<file path="src/rtl/vs_dc_ascii_hex.sv">
// Registered ASCII-to-hex-digit decoder for the UART receive path.
// Each cycle's ASCII sample becomes a nibble plus a valid-digit flag one clock later.
module vs_dc_ascii_hex #(
  parameter bit LOWER_CASE_EN = 1'b1
) (
  input  logic       CLK,
  input  logic       RST_n,
  input  logic [7:0] ASCII,
  output logic [3:0] HEX,
  output logic       HEX_FLG
);

  logic [3:0] dec_hex;
  logic       dec_flg;

  // Full 8-bit range compares so that bit-7 aliases such as 0xB0 stay invalid.
  // For 'A'..'F' and 'a'..'f' the low nibble is 1..6, so adding 9 yields 10..15.
  always_comb begin
    dec_hex = '0;
    dec_flg = 1'b0;
    if (ASCII >= 8'h30 && ASCII <= 8'h39) begin
      dec_hex = ASCII[3:0];
      dec_flg = 1'b1;
    end else if (ASCII >= 8'h41 && ASCII <= 8'h46) begin
      dec_hex = ASCII[3:0] + 4'd9;
      dec_flg = 1'b1;
    end else if (LOWER_CASE_EN && ASCII >= 8'h61 && ASCII <= 8'h66) begin
      dec_hex = ASCII[3:0] + 4'd9;
      dec_flg = 1'b1;
    end
  end

  always_ff @(posedge CLK or negedge RST_n) begin
    if (!RST_n) begin
      HEX     <= '0;
      HEX_FLG <= 1'b0;
    end else begin
      HEX     <= dec_hex;
      HEX_FLG <= dec_flg;
    end
  end

endmodule

</file>
<file path="config.mk">
export PLATFORM = sky130hd
export DESIGN_NAME = vs_dc_ascii_hex
export DESIGN_NICKNAME = d
export VERILOG_FILES = /design/src/rtl/vs_dc_ascii_hex.sv
export SDC_FILE = /design/constraint.sdc
export NUM_CORES = 1
export LEC_CHECK = 0
export CORE_AREA = 2 2 39 41
export CTS_CLUSTER_SIZE = 8
export DETAILED_ROUTE_END_ITERATION = 8
export DIE_AREA = 0 0 41 43
export HOLD_SLACK_MARGIN = 0.06
export PLACE_DENSITY_LB_ADDON = 0.1
export REMOVE_ABC_BUFFERS = 1
export SYNTH_ARGS = -nofsm -noshare
export SYNTH_HDL_FRONTEND = slang
export SYNTH_SLANG_ARGS = --single-unit
</file>
<file path="constraint.sdc">
create_clock -name CLK -period 0.8 [get_ports CLK]
set_clock_uncertainty 0.1 [all_clocks]
set_input_delay 0.12 -clock CLK [delete_from_list [all_inputs] [get_ports CLK]]
set_output_delay 0.12 -clock CLK [all_outputs]
set_load 0.05 [all_outputs]
</file>
# Word-level counts from Yosys, hierarchy flattened
# Cells that the tools add are included.
# totals
register_bits	5
inputBits	10
output_inout_bits	5
# op_classes
n_reduce_logical	3
n_addsub	1
muxes	6
order_cmp	6
# op_table
cell	n
8-bit by 7-bit >= comparator with 1-bit output (second input constant)	2
8-bit by 7-bit <= comparator with 1-bit output (second input constant)	2
4-bit 2-to-1 mux	3
8-bit by 6-bit >= comparator with 1-bit output (second input constant)	1
8-bit by 6-bit <= comparator with 1-bit output (second input constant)	1
4-bit adder (second input constant)	1
1-bit logical AND	3
1-bit 2-to-1 mux	3

# Longest topological paths before layout
# Gate-level depths: netlist (run 1).
# depth
depth_word	5
depth_mapped	5
ltp_nobuf	5

# Worst setup path before layout (run 1)
# OpenSTA, ideal clock, no wires.
# synth_path
path_type	input to register
from	input ASCII[7]
to	register HEX[1]
path_buffers	0
slack_ns	-0.473
required_time_ns	0.634
cell_stages	3
arrival_time_ns	1.107
cell_sequence	or4b_4 -> a311oi_2 -> a22o_1
# synth_via
elab_chain_cells	5
elab_cells_between_ends	12
classes_between	order compare (6); mux (3); reduce/logical (3)
# synth_lines
element	line	source
start: declaration	8	input logic [7:0] ASCII,
8-bit by 7-bit >= comparator with 1-bit output or 8-bit by 7-bit <= comparator with 1-bit output (tied branches)	27	end else if (LOWER_CASE_EN && ASCII >= 8'h61 && ASCII <= 8'h66) begin
1-bit logical AND	27	
4-bit 2-to-1 mux	27	
4-bit 2-to-1 mux	24	end else if (ASCII >= 8'h41 && ASCII <= 8'h46) begin
4-bit 2-to-1 mux (*)	21	if (ASCII >= 8'h30 && ASCII <= 8'h39) begin
net dec_hex[1]	13	logic [3:0] dec_hex;
end signal: assignment	38	HEX <= dec_hex;
end: declaration	9	output logic [3:0] HEX,
# Mark *: on every way through the listed nets, which the timed path passes. The rest lies on a longest branch.

# Worst setup path after layout (run 1)
# layout_path
from	input ASCII[4]
to	register HEX[1]
# The elaborated chain is that of the path after synthesis.

==> results of run 1 <==
cells by family (layout without fill, tap and decap cells):
kind of cell | after synthesis | in the layout | share of synthesized area
AOI/OAI and AO/OA | 9 | 9 | 0.2320
adders and majority gates | 3 | 3 | 0.1200
buffers and inverters | 3 | 29 | 0.03600
DFF | 5 | 5 | 0.4000
and+or+nand+nor | 9 | 9 | 0.2120
state kept, by name (all words and copies together), names as in the netlist:
| name | count |
|---|---|
| HEX | 4 |
| HEX_FLG | 1 |
metrics by stage:
step                cells  setup TNS (ns)  setup slack, ns  utilization
finish                 71          -2.358          -0.3366       0.4819
global placement       67          -4.419          -0.9474       0.4213
CTS                    71          -2.444          -0.3331       0.4720
global route           71          -2.622          -0.3573       0.4819
detailed placement     67          -4.623           -1.001       0.4213
floorplan              29          -1.819          -0.4732            -
routing by layer:
metal	track usage	vias up	routed length, um
li1	-	157	-
met1	0.09709	157	291
met2	0.1938	10	511
met3	0.02094	2	47
met4	0.1067	0	24
met5	0	-	0
final timing paths:
kind	from	cells past startpoint	slack [ns]	end
min in group CLK	ASCII[3]	5	0.19	HEX[2]
max in group asynchronous	RST_n	1	0.42	HEX[2]
setup / recovery	ASCII[4]	4	-0.34	HEX[1]
hold / removal	RST_n	1	0.002	HEX[1]
what timing repair did:
item / CTS / global route
gates cloned: 0 / 0
pin swaps: 9 / 3
hold endpoints to repair: 5 / 5
buffers inserted: 1 / 0
gates resized for setup: 41 / 3
endpoints found under the setup margin: 10 / 10
cell usage after synthesis (all sizes together):
library cell  n
a21boi        1
a21o          2
a21oi         1
a22o          1
a22oi         1
a311oi        1
and4bb        1
dfrtp         5
ha            3
inv           3
nand2b        1
nand3         1
nor2          1
nor2b         1
nor3          1
nor3b         1
o21ai         1
o21bai        1
or2           1
or4b          1
critical path: stages:
cell	delay (ns)
buf_6	0.09
or4b_4	0.55
a311oi_4	0.26
a22o_1	0.19
layout by cell type, fill, tap and decap left out, drive strengths merged:
master         count
buf               19
dfrtp              5
clkbuf             4
inv                3
ha                 3
a21o               2
or4b               1
nand2b             1
nor2b              1
a21oi              1
a22oi              1
and4bb             1
nand3              1
o21ai              1
nor3b              1
a311oi             1
o21bai             1
a21boi             1
a22o               1
nor3               1
or2                1
nor2               1
dlygate4sd2        1
dlymetal6s2s       1
clkdlybuf4s50      1
layout make-up:
cell class | instances | area [um2] | area share
inverter | 3 | 11.26 | 0.01689
multi-input combinational | 21 | 246.5 | 0.3696
clock buffer | 4 | 26.28 | 0.03940
sequential | 5 | 125.1 | 0.1876
tap | 16 | 20.02 | 0.03002
timing repair buffer | 22 | 237.7 | 0.3565
where the power goes:
group          switching [uW]  leakage [uW]  total [uW]  internal, uW
registers                6.12     0.0000688         268           262
logic                     103      0.000229         222           119
clock network            90.8     0.0000150         279           188
==> metrics.txt, run 1 <==
run status finished, violations left; failing checks negative setup slack; CTS tree yes; DRC 0; std cell rows 14; DR vias/cell 4.592; DP Area 583.1 um2; DIE HEIGHT ~43 um; filler instances 129; WL per Instance 12.31 um; number of synthesized register bits 5; first-pass GRT wire length 1311 um; clock sink total 5; kind of end point of the critical path flop; Final Setup Violations 10; Worst-Margin Slew 0.2610 ns; sequential area share after synthesis 0.4000; fmax slightly below 0.9 GHz; VDD IR max 0.3106 mV; Pwr per Cell Area ~1200 mW/mm2; max-slew violations 0; number of global-route vias before repair 340; post-DP HPWL 684.6 um; total power between 700 and 800 uW; I/O Pins 15; Rel. slew slack 0.8260; diodes inserted 0; Ys Warns 0; worst hold path class input pin to asynchronous set/reset pin; kind of critical path input pin to flop; Leakage Power 0.0003131 uW; CTS clk-pin slew, worst paths 0.04 ns; ratio of cells with drive above 1 in the final layout 0.6364; total number of vias 326; core region area roughly 0.0014 mm2; final setup margin -0.3366 ns; crit path DAT 1.21 ns; grt ovf 0; # Max-Cap Violations 0; routed wire length 874 um; crit start category input pin; GP Congestion 0.7870; Mapped Cells 29; CTS Buf Count 3; largest net degree at the start of global routing 6; Avg Inst Size Synth between 10 and 15 um2; H-tree levels 1; initial antenna violation count 0; Synth cell types 21; critical path peak fanout 3; Fin. Hold Viols 0; initial core utilization 0.2260; mapped cell area 312.8 um2; Final Instance Area 666.9 um2; unrepaired setup endpoints after global routing yes; final net count 69; cell taking the most area after synthesis dfrtp_1; 1st-iter DRT viols 3; area delta synth->final 113.2%; Root Buffer clkbuf_4; share of the synthesized area in the top cell type 0.4000; critical path data required time 0.87 ns; Tmin final 1.137 ns; Port Buf Inserts 14; Area contributors post-synth dfrtp_1, ha_1, a311oi_2, or4b_4, and4bb_2; worst hold slack 0.001710 ns; aggregate global-route resource usage 0.1127; Max Root-Sink Buffers 2; die area between 0.0015 and 0.002 mm2; Post-DRT Antenna Nets 0; die width roughly 41 um; period utilization 1.421; DR pass1 iterations 4
Note: power is estimated with default switching activity, not from simulation.
==> run 2, diff against run 1 <==
CTS_BUF_LIST = sky130_fd_sc_hd__clkbuf_8   (was default)
==> run 2 against run 1 <==
  * The run still ends with negative setup slack left
  * Clock-buffer cell count down 1
  * Sequential cell count unchanged
  * Clock power up 59%
  * Sequential share of layout area down 0.41 points
  * Non-clock buffer count unchanged
  * Via count down 0.31%
  * Maximum frequency down 1.7%
==> metrics.txt, run 2 (same netlist as run 1, synthesis figures left out) <==
final setup margin -0.3559 ns (-0.01924 ns); Post-DRT Antenna Nets 0 (unchanged); clock sink total 5 (unchanged); number of global-route vias before repair 340 (unchanged); CP Buf/Inv Count 1 (unchanged); GP Congestion 0.7870 (unchanged); Most flops, register HEX; Tmin final 1.156 ns (+0.01924 ns); core region area 0.001384 mm2 (unchanged); most frequent cells in the layout buf_4, dfrtp_1, buf_12; worst hold path class input pin to asynchronous set/reset pin; DP Area 583.1 um2 (unchanged); Final Instance Area 681.9 um2 (+2.3%); run status finished, violations left; slowest CP cell or4b_4; crit start category input pin; Root Buffer clkbuf_8; Final Setup Violations 10 (unchanged); cell breakdown of the critical path buf_6 > or4b_4 > a311oi_4 > a22o_1; die width 41 um (unchanged); DRC 0 (unchanged); DR pass1 iterations 2 (-2); initial core utilization 0.2260 (unchanged); 1st-iter DRT viols 3 (unchanged); failing checks negative setup slack; DR vias/cell 4.577 (-0.31%); biggest regs HEX: 4 flops, HEX_FLG: 1 flops; post-DP HPWL 684.6 um (unchanged); Worst-Margin Slew 0.2624 ns (+0.001409 ns); Fin. Hold Viols 0 (unchanged); kind of end point of the critical path flop; cell family contributing the most delay on the critical path simple AND/OR/NAND/NOR gates; Pwr per Cell Area 1368 mW/mm2 (+19%); area delta synth->final 118.0%; CP peak stage delay 0.55 ns (about the same); I/O Pins 15 (unchanged); Place WS -1.001 ns (unchanged); Rel. slew slack 0.8251 (-0.0009400); ratio of cells with drive above 1 in the final layout 0.6364 (unchanged); DIE HEIGHT 43 um (unchanged); WL per Instance 12.54 um (+1.8%); routed wire length 890 um (+1.8%); CTS tree yes; Max Root-Sink Buffers 2 (unchanged); CTS Buf Count 3 (unchanged); kind of critical path input pin to flop; initial antenna violation count 0 (unchanged); CTS clk-pin slew, worst paths 0.03 ns (about the same); max-slew violations 0 (unchanged); VDD IR max 0.4071 mV (+31%); critical path data required time 0.85 ns (-0.02 ns); unrepaired setup endpoints after global routing yes; fmax 0.8652 GHz (-1.7%); Port Buf Inserts 14 (unchanged); # Max-Cap Violations 0 (unchanged); total number of vias 325 (-0.31%); period utilization 1.445 (+0.02405); std cell rows 14 (unchanged); critical path peak fanout 3 (unchanged); Leakage Power 0.0003173 uW (+1.3%); diodes inserted 0 (unchanged); grt ovf 0 (unchanged); commonest non-fill, non-tap cell in the layout buf_4; first-pass GRT wire length 1311 um (unchanged); final net count 69 (unchanged); max reg flops 4 (unchanged); total power 932.6 uW (+21%); H-tree levels 1 (unchanged); die area 0.001763 mm2 (unchanged); aggregate global-route resource usage 0.1127 (unchanged); crit path DAT 1.21 ns (about the same); largest net degree at the start of global routing 6 (unchanged)
==> run 2: worst paths after layout <==
path                          start       to  slack [ns]  cells past startpoint
setup / recovery           ASCII[4]   HEX[1]       -0.36                      4
hold / removal                RST_n   HEX[0]        0.03                      1
max in group asynchronous     RST_n  HEX_FLG        0.38                      1
min in group CLK           ASCII[3]   HEX[2]        0.20                      5
==> run 2: timing repair <==
| item | in CTS | in global routing |
|---|---|---|
| hold endpoints to repair | 5 | 5 |
| cloned | 0 | 0 |
| endpoints found under the setup margin | 10 | 10 |
| resized for setup | 42 | 2 |
| setup buffers | 1 | 0 |
| pin swaps | 9 | 3 |
==> run 2: area by class of cell <==
cell class | count | area [um2]
fill | 134 | 701.9
multi-input combinational | 21 | 246.5
clock buffer | 3 | 41.29
sequential | 5 | 125.1
timing repair buffer | 22 | 234.0
clock inverter | 1 | 3.754
tap | 16 | 20.02
inverter | 3 | 11.26
==> run 2: per-stage QoR <==
| step | TNS, ns | std cells | hold slack (ns) | utilization |
|---|---|---|---|---|
| floorplan | -1.819 | 29 | -0.2756 | - |
| global placement | -4.419 | 67 | 0.2474 | 0.4213 |
| detailed placement | -4.623 | 67 | 0.2573 | 0.4213 |
| CTS | -2.436 | 71 | 0.03091 | 0.4846 |
| global route | -2.614 | 71 | 0.04491 | 0.4928 |
| finish | -2.360 | 71 | 0.02535 | 0.4928 |
==> run 2: per-layer routing <==
metal / up-vias / wire length, um / track usage
li1: 157 / - / -
met1: 156 / 319 / 0.09709
met2: 10 / 499 / 0.1938
met3: 2 / 47 / 0.02094
met4: 0 / 24 / 0.1067
met5: - / 0 / 0
==> run 2: power by group <==
part / switching, uW / internal (uW)
Combinational: 103 / 118
Sequential: 6.12 / 262
Clock: 115 / 328
Total: 224 / 709
==> run 3, diff against run 2 <==
CTS_CLUSTER_SIZE = default   (was 8)
GPL_ROUTABILITY_DRIVEN = 0   (was default)
==> results of run 3 <==
No change in the layout: final DEF, timing and power equal those of run 2.
